File: config.mk
export PLATFORM = sky130hd
export DESIGN_NAME = stream_group_min
export DESIGN_NICKNAME = d
export VERILOG_FILES = /design/src/rtl/stream_group_min.sv
export SDC_FILE = /design/constraint.sdc
export NUM_CORES = 1
export LEC_CHECK = 0
export CORE_MARGIN = 10
export CORE_UTILIZATION = 45
export CTS_CLUSTER_SIZE = 10
export DETAILED_ROUTE_END_ITERATION = 10
export HOLD_SLACK_MARGIN = 0.12
export PLACE_DENSITY = 0.7
export SYNTH_ARGS = -nofsm -noshare
export SYNTH_HDL_FRONTEND = slang
export SYNTH_SLANG_ARGS = --single-unit
File: constraint.sdc
create_clock -name clk -period 2.42 [get_ports clk]
set_input_delay 0.484 -clock clk [delete_from_list [all_inputs] [get_ports clk]]
set_output_delay 0.484 -clock clk [all_outputs]
set_load 0.01 [all_outputs]
File: src/rtl/stream_group_min.sv
// stream_group_min: groups valid/ready samples into frames of up to GROUP and emits each frame's minimum.
// Define MIN_INDEX_EN to add out_idx, the first position of the minimum within the frame.
module stream_group_min #(
    parameter int WIDTH = 8,
    parameter int GROUP = 4,
    localparam int CW = $clog2(GROUP + 1),
    localparam int IW = $clog2(GROUP)
) (
    input  logic             clk,
    input  logic             reset,
    input  logic [WIDTH-1:0] in_data,
    input  logic             in_valid,
    input  logic             in_last,
    output logic             in_ready,
    output logic [WIDTH-1:0] out_min,
    output logic [CW-1:0]    out_count,
    output logic             out_valid,
    input  logic             out_ready
`ifdef MIN_INDEX_EN
    ,
    output logic [IW-1:0]    out_idx
`endif
);
    typedef enum logic {ACCUM, HOLD} state_t;

    state_t           state_q, state_d;
    logic [CW-1:0]    cnt_q, cnt_d;
    logic [WIDTH-1:0] run_min_q, run_min_d;
    logic [WIDTH-1:0] out_min_q, out_min_d;
    logic [CW-1:0]    out_count_q, out_count_d;
    logic             accept, close, adopt;
    logic [WIDTH-1:0] min_nxt;

    // cnt is zero in HOLD, so a sample taken there always starts a fresh frame
    always_comb begin
        in_ready    = (state_q == ACCUM) || out_ready;
        accept      = in_valid && in_ready;
        adopt       = (cnt_q == '0) || (in_data < run_min_q);
        min_nxt     = adopt ? in_data : run_min_q;
        close       = accept && (in_last || cnt_q == CW'(GROUP - 1));
        run_min_d   = accept ? min_nxt : run_min_q;
        cnt_d       = close ? '0 : accept ? cnt_q + 1'b1 : cnt_q;
        out_min_d   = close ? min_nxt : out_min_q;
        out_count_d = close ? cnt_q + 1'b1 : out_count_q;
        state_d     = close ? HOLD : (out_valid && out_ready) ? ACCUM : state_q;
    end

    always_ff @(posedge clk) begin
        if (reset) begin
            state_q     <= ACCUM;
            cnt_q       <= '0;
            run_min_q   <= '0;
            out_min_q   <= '0;
            out_count_q <= '0;
        end else begin
            state_q     <= state_d;
            cnt_q       <= cnt_d;
            run_min_q   <= run_min_d;
            out_min_q   <= out_min_d;
            out_count_q <= out_count_d;
        end
    end

    assign out_valid = (state_q == HOLD);
    assign out_min   = out_min_q;
    assign out_count = out_count_q;

`ifdef MIN_INDEX_EN
    logic [IW-1:0] idx_q, idx_d, out_idx_q, out_idx_d, idx_nxt;

    always_comb begin
        idx_nxt   = adopt ? cnt_q[IW-1:0] : idx_q;
        idx_d     = accept ? idx_nxt : idx_q;
        out_idx_d = close ? idx_nxt : out_idx_q;
    end

    always_ff @(posedge clk) begin
        if (reset) begin
            idx_q     <= '0;
            out_idx_q <= '0;
        end else begin
            idx_q     <= idx_d;
            out_idx_q <= out_idx_d;
        end
    end

    assign out_idx = out_idx_q;
`endif
endmodule

==> metrics.log, run 1 <==
INFO  metric setup_viol_count_final = 0
INFO  metric insertedDiodeCount = 0
INFO  metric cts.repair.resized = 0
INFO  metric final.fill_count = 230
INFO  metric post_route_cells_drive_above_1_share = 17.6%
INFO  metric synth.avg_cell_area = 9.66 µm²
INFO  metric grt_pass1_wl = approximately 4.6 mm
INFO  metric worstPathArrival = between 2000 and 2500 ps
INFO  metric max_fclk = ~480 MHz
INFO  metric setup_repair_after_global_routing_missed_its_margin = no
INFO  metric post-place-cells = 179
INFO  metric worst-r2r-setup-slack = 560 ps
INFO  metric critical_path_class = in -> reg
INFO  metric total_leakage_power = 0.625 nW
INFO  metric timing.critical_path.buf_inv = 2
INFO  metric grt_max_degree = 22
INFO  metric final_net_count = 177
INFO  metric worstMarginPinSlew = 427 ps
INFO  metric worstPathCellList = clkdlybuf4s50_1 -> ha_1 -> a41oi_1 -> o21ai_0 -> a32oi_2 -> buf_4 -> mux2i_1 -> o2bb2ai_2
INFO  metric netlist-cell-type-count = 30
INFO  metric power.share.switching = 29.1%
INFO  metric whs_path_depth = 1
INFO  metric final_util = 61.1%
INFO  metric worst_r2r_path_depth = 8
INFO  metric final_antenna_net_count = 0
INFO  metric ios = 26
INFO  metric crit_required = 2640 ps
INFO  metric critPathMaxFanout = 9
INFO  metric cts_buffers = 3
INFO  metric via_per_inst = roughly 5.4
INFO  metric core-area = roughly 2500 µm²
INFO  metric holdPathEnd = out_count[2]
INFO  metric dp.final_hpwl = 2.04 mm
INFO  metric outcome = finished, final reports clean
INFO  metric die-height = 71.0 µm
INFO  metric port-buffer-count = 25
INFO  metric cts_tree = built
INFO  metric post_cts_hold_buffer_count = 0
INFO  metric r2r-end = out_min[0]
INFO  metric timing.hold.worst.class = reg -> reg
INFO  metric critical_path.startpoint_type = input pin
INFO  metric slew_headroom = 71.2%
INFO  metric final_period_minus_worst_setup_slack = 2080 ps
INFO  metric power.sequential.fraction = 50.9%
INFO  metric via_count_of_the_first_global_routing_pass = 1040
INFO  metric worst_clock_skew = around 5.5 ps
INFO  metric totalNegativeSetupSlack = 0 ps
INFO  metric synthDominantAreaCellType = sky130_fd_sc_hd__dfxtp_1
INFO  metric post_synth_main_area_contributors = sky130_fd_sc_hd__dfxtp_1 39%, sky130_fd_sc_hd__ha_1 11%, sky130_fd_sc_hd__mux2i_1 6.9%, sky130_fd_sc_hd__o2bb2ai_1 6.0%, sky130_fd_sc_hd__a21o_2 5.2%
INFO  metric crit_path_largest_cell_delay = 430 ps
INFO  metric die_area = between 5000 and 6000 µm²
INFO  metric die_width = 71.0 µm
INFO  metric place_ws = -19.6 ps
INFO  metric ir_worst_vdd = 0.357 mV
INFO  metric rows = 18
INFO  metric grt_overflow = 0
INFO  metric cts_sink_cnt = 23
INFO  metric share_comb_of_total_power = 27.1%
INFO  metric synthesis.instances = around 120
INFO  metric ctsLongestPathBuffers = 2
INFO  metric max_cap_violations = 0
INFO  metric drt_drc_violations_left = 0
INFO  metric synthesis.nets = 144
INFO  metric antenna_violations_before_repair = 0
INFO  metric cts.repair_timing.setup_buffer_count = 0
INFO  metric post-layout-total-power = 0.824 mW
INFO  metric vias = around 980
INFO  metric power.internal = 0.584 mW
INFO  metric timing.critical_path.to_type = register
INFO  metric gp_routability_congestion = between 0.6 and 0.7
INFO  metric area_growth = 29.4%
INFO  metric yosysWarningCount = 0
INFO  metric grtUsageTotal = between 10% and 20%
INFO  metric worst_hold_path_startpoint = out_count[2]
INFO  metric power.density = 545 nW/µm²
INFO  metric timing.final.max_slew_violations = 0
INFO  metric critical-path-slowest-cell = sky130_fd_sc_hd__clkdlybuf4s50_1
INFO  metric drt-wirelength-per-cell = about 15 µm
INFO  metric p_clk_share = approximately 22%
INFO  metric synth.ff_latch_count = 23
INFO  metric drtPass1Iterations = 4
INFO  metric dpl-instance-area = 1490 µm²
INFO  metric finish.cell_count_without_fillers = 183
INFO  metric clk_slew_on_worst_s_h_paths = 130 ps
INFO  metric dr.first_iter.drc_count = 65
INFO  metric final_area = 1510 µm²
INFO  metric initial_utilization = 47.2%
INFO  metric wl = 2.66 mm
INFO  metric h_tree_levels = 1
INFO  metric reg2reg_from = run_min_q[6]
INFO  metric post-route-worst-setup-slack = 337 ps
INFO  metric hold_violations = 0
INFO  metric final_min_period_over_clock_period = 86.1%
INFO  metric crit_family = buffers and inverters
INFO  metric synth_top_area_share = approximately two fifths
INFO  metric clkLatencyLatePin = a little over 300 ps
INFO  metric fin_hold_ws = 477 ps
INFO  metric root_buffer = sky130_fd_sc_hd__clkbuf_4
INFO  metric switch_pwr = 0.240 mW
INFO  metric mappedNetlistArea = roughly 1200 µm²
INFO  metric seq_area_frac_synth = 39.4%
cells in the mapped netlist:
cell,instances
sky130_fd_sc_hd__nor3b_1,1
sky130_fd_sc_hd__a22o_1,2
sky130_fd_sc_hd__buf_4,1
sky130_fd_sc_hd__buf_2,1
sky130_fd_sc_hd__mux2i_1,8
sky130_fd_sc_hd__nor2b_1,1
sky130_fd_sc_hd__o21ai_0,3
sky130_fd_sc_hd__or2_2,2
sky130_fd_sc_hd__nand2_1,1
sky130_fd_sc_hd__a41oi_1,1
sky130_fd_sc_hd__a211oi_1,1
sky130_fd_sc_hd__a21oi_1,12
sky130_fd_sc_hd__clkbuf_1,3
sky130_fd_sc_hd__buf_6,2
sky130_fd_sc_hd__xnor2_1,1
sky130_fd_sc_hd__o2bb2ai_1,8
sky130_fd_sc_hd__nand2b_2,1
sky130_fd_sc_hd__o2bb2ai_2,1
sky130_fd_sc_hd__nor2_1,6
sky130_fd_sc_hd__inv_1,11
sky130_fd_sc_hd__a21o_2,7
sky130_fd_sc_hd__nand4_1,1
sky130_fd_sc_hd__dfxtp_1,23
sky130_fd_sc_hd__and2_1,1
sky130_fd_sc_hd__a32oi_2,1
sky130_fd_sc_hd__ha_1,10
sky130_fd_sc_hd__nand3_1,8
sky130_fd_sc_hd__nand2b_1,1
sky130_fd_sc_hd__a21bo_2,1
sky130_fd_sc_hd__o21ai_1,1
worst max-delay path by stage:
| stage | cells after the start | to | slack (ps) | from |
|---|---|---|---|---|
| after floorplan | 7 | out_min[0] | 470 | in_data[6] |
| after global placement | 8 | out_min[0] | 30 | in_data[6] |
| after detailed placement | 8 | out_min[1] | -20 | in_data[6] |
| after CTS | 3 | in_ready | 330 | out_ready |
| after global routing | 9 | run_min_q[6] | 220 | in_data[2] |
| final | 8 | out_min[0] | 340 | in_data[6] |
power groups by stage:
stage	registers [mW]	logic [mW]	clock network [mW]
5_1_grt	0.423	0.250	0.202
3_5_place_dp	0.428	0.225	0
2_1_floorplan	0.430	0.135	0
3_3_place_gp	0.426	0.220	0
6_report	0.420	0.224	0.181
4_1_cts	0.420	0.227	0.189
kinds of logic after synthesis:
kind of cell             synth area share [%]
AND/OR/NAND/NOR                          10.3
AO/OA/AOI/OAI                            24.5
flip-flops                               39.4
buffers and inverters                    7.49
adder cells (fa/ha/maj)                  10.7
multiplexers                             6.85
XOR/XNOR                                0.750
registers in the layout, indices dropped and copies added (netlist names):
register and flops:
cnt_q 3, out_count 3, out_min 8, out_valid 1
run_min_q 8
per-layer routing:
layer / vias to the layer above / GRT usage, % / part of all wire (%)
met4: 0 / 3.23 / 0.64
met1: 472 / 11.9 / 44
met2: 15 / 18.8 / 50
li1: 494 / - / -
met5: - / 0 / 0
met3: 2 / 3.91 / 5.2
area by class of cell:
type                    count  area (µm²)  area share [%]
clock buffers               3        22.5            1.49
well taps                  30        37.5            2.48
multi-input cells          80         621            41.0
repair buffers             35         325            21.5
clock inverters             1        5.00           0.331
inverters                  11        41.3            2.73
flip-flops and latches     23         460            30.4
placed cells by master (no fill, tap or decap), types with 6 or more instances in the layout:
| master | synthesis | routed |
|---|---|---|
| sky130_fd_sc_hd__nor2_1 | 6 | 6 |
| sky130_fd_sc_hd__o2bb2ai_1 | 8 | 8 |
| sky130_fd_sc_hd__ha_1 | 10 | 10 |
| sky130_fd_sc_hd__inv_1 | 11 | 11 |
| sky130_fd_sc_hd__clkdlybuf4s50_1 | 0 | 25 |
| sky130_fd_sc_hd__a21o_2 | 7 | 7 |
| sky130_fd_sc_hd__a21oi_1 | 12 | 12 |
| sky130_fd_sc_hd__dfxtp_1 | 23 | 23 |
| sky130_fd_sc_hd__mux2i_1 | 8 | 8 |
| sky130_fd_sc_hd__buf_4 | 1 | 10 |
| sky130_fd_sc_hd__nand3_1 | 8 | 8 |
Power figures use the tool's default switching activity.
==> inputs of run 2 (changes only) <==
CAP_MARGIN = 40   (was default)
clock period = 2.48 ns   (was 2.42 ns; I/O delays follow)
==> run 2 against run 1 <==
Sequential cell count unchanged. Global-route usage down 0.12 points. Non-clock buffer count down 5. Combinational power down 8%. Count of clock-buffer cells in the layout up 1. Critical path type unchanged. Critical endpoint unchanged. Highest routed layer unchanged.
==> metrics.log, run 2 (same netlist as run 1, synthesis figures left out) <==
INFO  metric power.share.switching = 28.8%
INFO  metric post_route_cells_drive_above_1_share = 14.2%
INFO  metric grt_overflow = 0
INFO  metric power.density = about 540 nW/µm²
INFO  metric area_of_the_multi_input_gates = roughly 620 µm²
INFO  metric root_buffer = sky130_fd_sc_hd__clkbuf_4
INFO  metric cts_buffers = 3
INFO  metric setup_repair_after_global_routing_missed_its_margin = no
INFO  metric worst_r2r_path_depth = 8
INFO  metric slew_headroom = between 70% and 80%
INFO  metric grtUsageTotal = between 10% and 20%
INFO  metric routed.top_layer = met4
INFO  metric ff_latch_area = 460 µm²
INFO  metric critical_path.endpoint = out_min[0]
INFO  metric h_tree_levels = 1
INFO  metric timing.hold.worst.class = reg -> reg
INFO  metric post_cts_hold_buffer_count = 0
INFO  metric area_growth = 26.1%
INFO  metric dpl-instance-area = 1450 µm²
INFO  metric gp_routability_congestion = 0.722
INFO  metric post-route-worst-setup-slack = 346 ps
INFO  metric crit_cells = 8
INFO  metric timing.critical_path.to_type = register
INFO  metric drt_drc_violations_left = 0
INFO  metric cts_sink_cnt = 23
INFO  metric final_antenna_net_count = 0
INFO  metric clkLatencyLatePin = slightly above 300 ps
INFO  metric die_area = approximately 5000 µm²
INFO  metric clk_slew_on_worst_s_h_paths = about 130 ps
INFO  metric grt_pass1_wl = ~4.5 mm
INFO  metric post-layout-total-power = 0.791 mW
INFO  metric insertedDiodeCount = 0
INFO  metric timing.critical_path.buf_inv = 2
INFO  metric die-height = ~71 µm
INFO  metric ios = 26
INFO  metric cts.repair_timing.setup_buffer_count = 0
INFO  metric final_min_period_over_clock_period = between 80% and 90%
INFO  metric max_cap_violations = 0
INFO  metric critPathMaxFanout = 15
INFO  metric power.internal = 0.563 mW
INFO  metric share_comb_of_total_power = a little over a quarter
INFO  metric critical_path_class = in -> reg
INFO  metric final_area = 1470 µm²
INFO  metric final_net_count = 172
INFO  metric final_period_minus_worst_setup_slack = between 2000 and 2500 ps
INFO  metric hold_violations = 0
INFO  metric outcome = finished, final reports clean
INFO  metric final.fill_count = 238
INFO  metric crit_family = buffers and inverters
INFO  metric total_leakage_power = ~0.60 nW
INFO  metric vias = 938
INFO  metric worstMarginPinSlew = 410 ps
INFO  metric wl_met3 = approximately 160 µm
INFO  metric reg2reg_from = run_min_q[6]
INFO  metric critical_path.startpoint_type = input pin
INFO  metric crit_path_largest_cell_delay = ~450 ps
INFO  metric via_per_inst = 5.27
INFO  metric worst_clock_skew = about 1.8 ps
INFO  metric crit_required = 2700 ps
INFO  metric r2r-end = out_min[0]
INFO  metric wl = around 2.5 mm
INFO  metric crit_path_start = in_data[6]
INFO  metric dr.first_iter.drc_count = 29
INFO  metric rows = 18
INFO  metric place_ws = -2.00 ps
INFO  metric routedLengthMet1 = 1.06 mm
INFO  metric wl_met2 = between 1 and 1.5 mm
INFO  metric core-area = 2480 µm²
INFO  metric ctsLongestPathBuffers = 2
INFO  metric critical-path-slowest-cell = sky130_fd_sc_hd__clkdlybuf4s50_1
INFO  metric power.sequential.fraction = 51.6%
INFO  metric worstPathArrival = ~2400 ps
INFO  metric via_count_of_the_first_global_routing_pass = 998
INFO  metric port-buffer-count = 25
INFO  metric switch_pwr = 0.228 mW
INFO  metric worstPathCellList = clkdlybuf4s50_1 -> ha_1 -> a41oi_1 -> o21ai_0 -> a32oi_2 -> buf_4 -> mux2i_1 -> o2bb2ai_2
INFO  metric drt-wirelength-per-cell = 14.0 µm
INFO  metric layout_commonest_cell = sky130_fd_sc_hd__clkdlybuf4s50_1
INFO  metric timing.final.max_slew_violations = 0
INFO  metric die_width = 71.0 µm
INFO  metric grt_max_degree = 22
INFO  metric cts_tree = built
INFO  metric setup_viol_count_final = 0
INFO  metric drtPass1Iterations = 4
INFO  metric dp.final_hpwl = around 1.9 mm
INFO  metric max_fclk = 469 MHz
INFO  metric antenna_violations_before_repair = 0
INFO  metric mostFrequentLayoutCells = 25 x sky130_fd_sc_hd__clkdlybuf4s50_1, 23 x sky130_fd_sc_hd__dfxtp_1, 12 x sky130_fd_sc_hd__a21oi_1, 11 x sky130_fd_sc_hd__inv_1, 10 x sky130_fd_sc_hd__ha_1
INFO  metric p_clk_share = between 20 and 25%
INFO  metric initial_utilization = ~47%
INFO  metric ir_worst_vdd = 0.383 mV
INFO  metric cts.repair.resized = 0
INFO  metric worst-r2r-setup-slack = a little over 600 ps
## run 2: cell count changes in the layout (fill, tap and decap cells not counted)
cell                       before  now
sky130_fd_sc_hd__clkinv_2       1    0
sky130_fd_sc_hd__buf_4         10    5
sky130_fd_sc_hd__clkbuf_1       0    1
## run 2: power groups by stage
| stage | clock network, mW | logic (mW) | registers (mW) |
|---|---|---|---|
| after floorplan | 0 | 0.132 | 0.420 |
| after CTS | 0.183 | 0.209 | 0.409 |
| after detailed placement | 0 | 0.208 | 0.417 |
| after global placement | 0 | 0.203 | 0.415 |
| after global routing | 0.197 | 0.233 | 0.411 |
| final | 0.177 | 0.206 | 0.408 |
## run 2: routing by layer
layer	GRT usage, %	vias up
met2	19.0	17
met3	3.77	5
met5	0	-
li1	-	485
met1	11.5	431
met4	3.23	0
## run 2: worst register-to-register path: stages (launching register included)
cell and delay (ps):
sky130_fd_sc_hd__dfxtp_1 360, sky130_fd_sc_hd__inv_1 50, sky130_fd_sc_hd__ha_1 300, sky130_fd_sc_hd__a41oi_1 200, sky130_fd_sc_hd__o21ai_0 130, sky130_fd_sc_hd__a32oi_2 180
sky130_fd_sc_hd__buf_4 250, sky130_fd_sc_hd__mux2i_1 240, sky130_fd_sc_hd__o2bb2ai_2 60
## run 2: how the worst min path moves through the flow
stage / cells past startpoint / to / from / slack, ps
floorplan: 2 / cnt_q[2] / cnt_q[2] / 470
global placement: 1 / out_min[2] / out_min[2] / 440
detailed placement: 1 / out_min[2] / out_min[2] / 450
CTS: 1 / out_min[2] / out_min[2] / 480
global route: 1 / out_min[1] / out_min[1] / 490
finish: 1 / out_min[3] / out_min[3] / 470
## run 2: area by class of cell
| type | instances | share of cell area (%) |
|---|---|---|
| Clock buffer | 4 | 1.78 |
| Multi-Input combinational cell | 80 | 42.1 |
| Tap cell | 30 | 2.55 |
| Timing Repair Buffer | 30 | 19.5 |
| Sequential cell | 23 | 31.2 |
| Inverter | 11 | 2.80 |
## run 2: through the flow
step / utilization (%) / instances / TNS [ps] / hold WS, ps
4_1_cts: 59.5 / 178 / 0 / 479
3_5_place_dp: 58.4 / 174 / -2.00 / 447
6_report: 59.5 / 178 / 0 / 473
2_1_floorplan: - / 121 / 0 / 471
3_3_place_gp: 58.4 / 174 / 0 / 444
5_1_grt: 59.5 / 178 / 0 / 494
==> inputs of run 3 (changes only) <==
HOLD_SLACK_MARGIN = 0.05   (was 0.12)
==> results of run 3 <==
No change in the layout: final DEF, timing and power equal those of run 2.
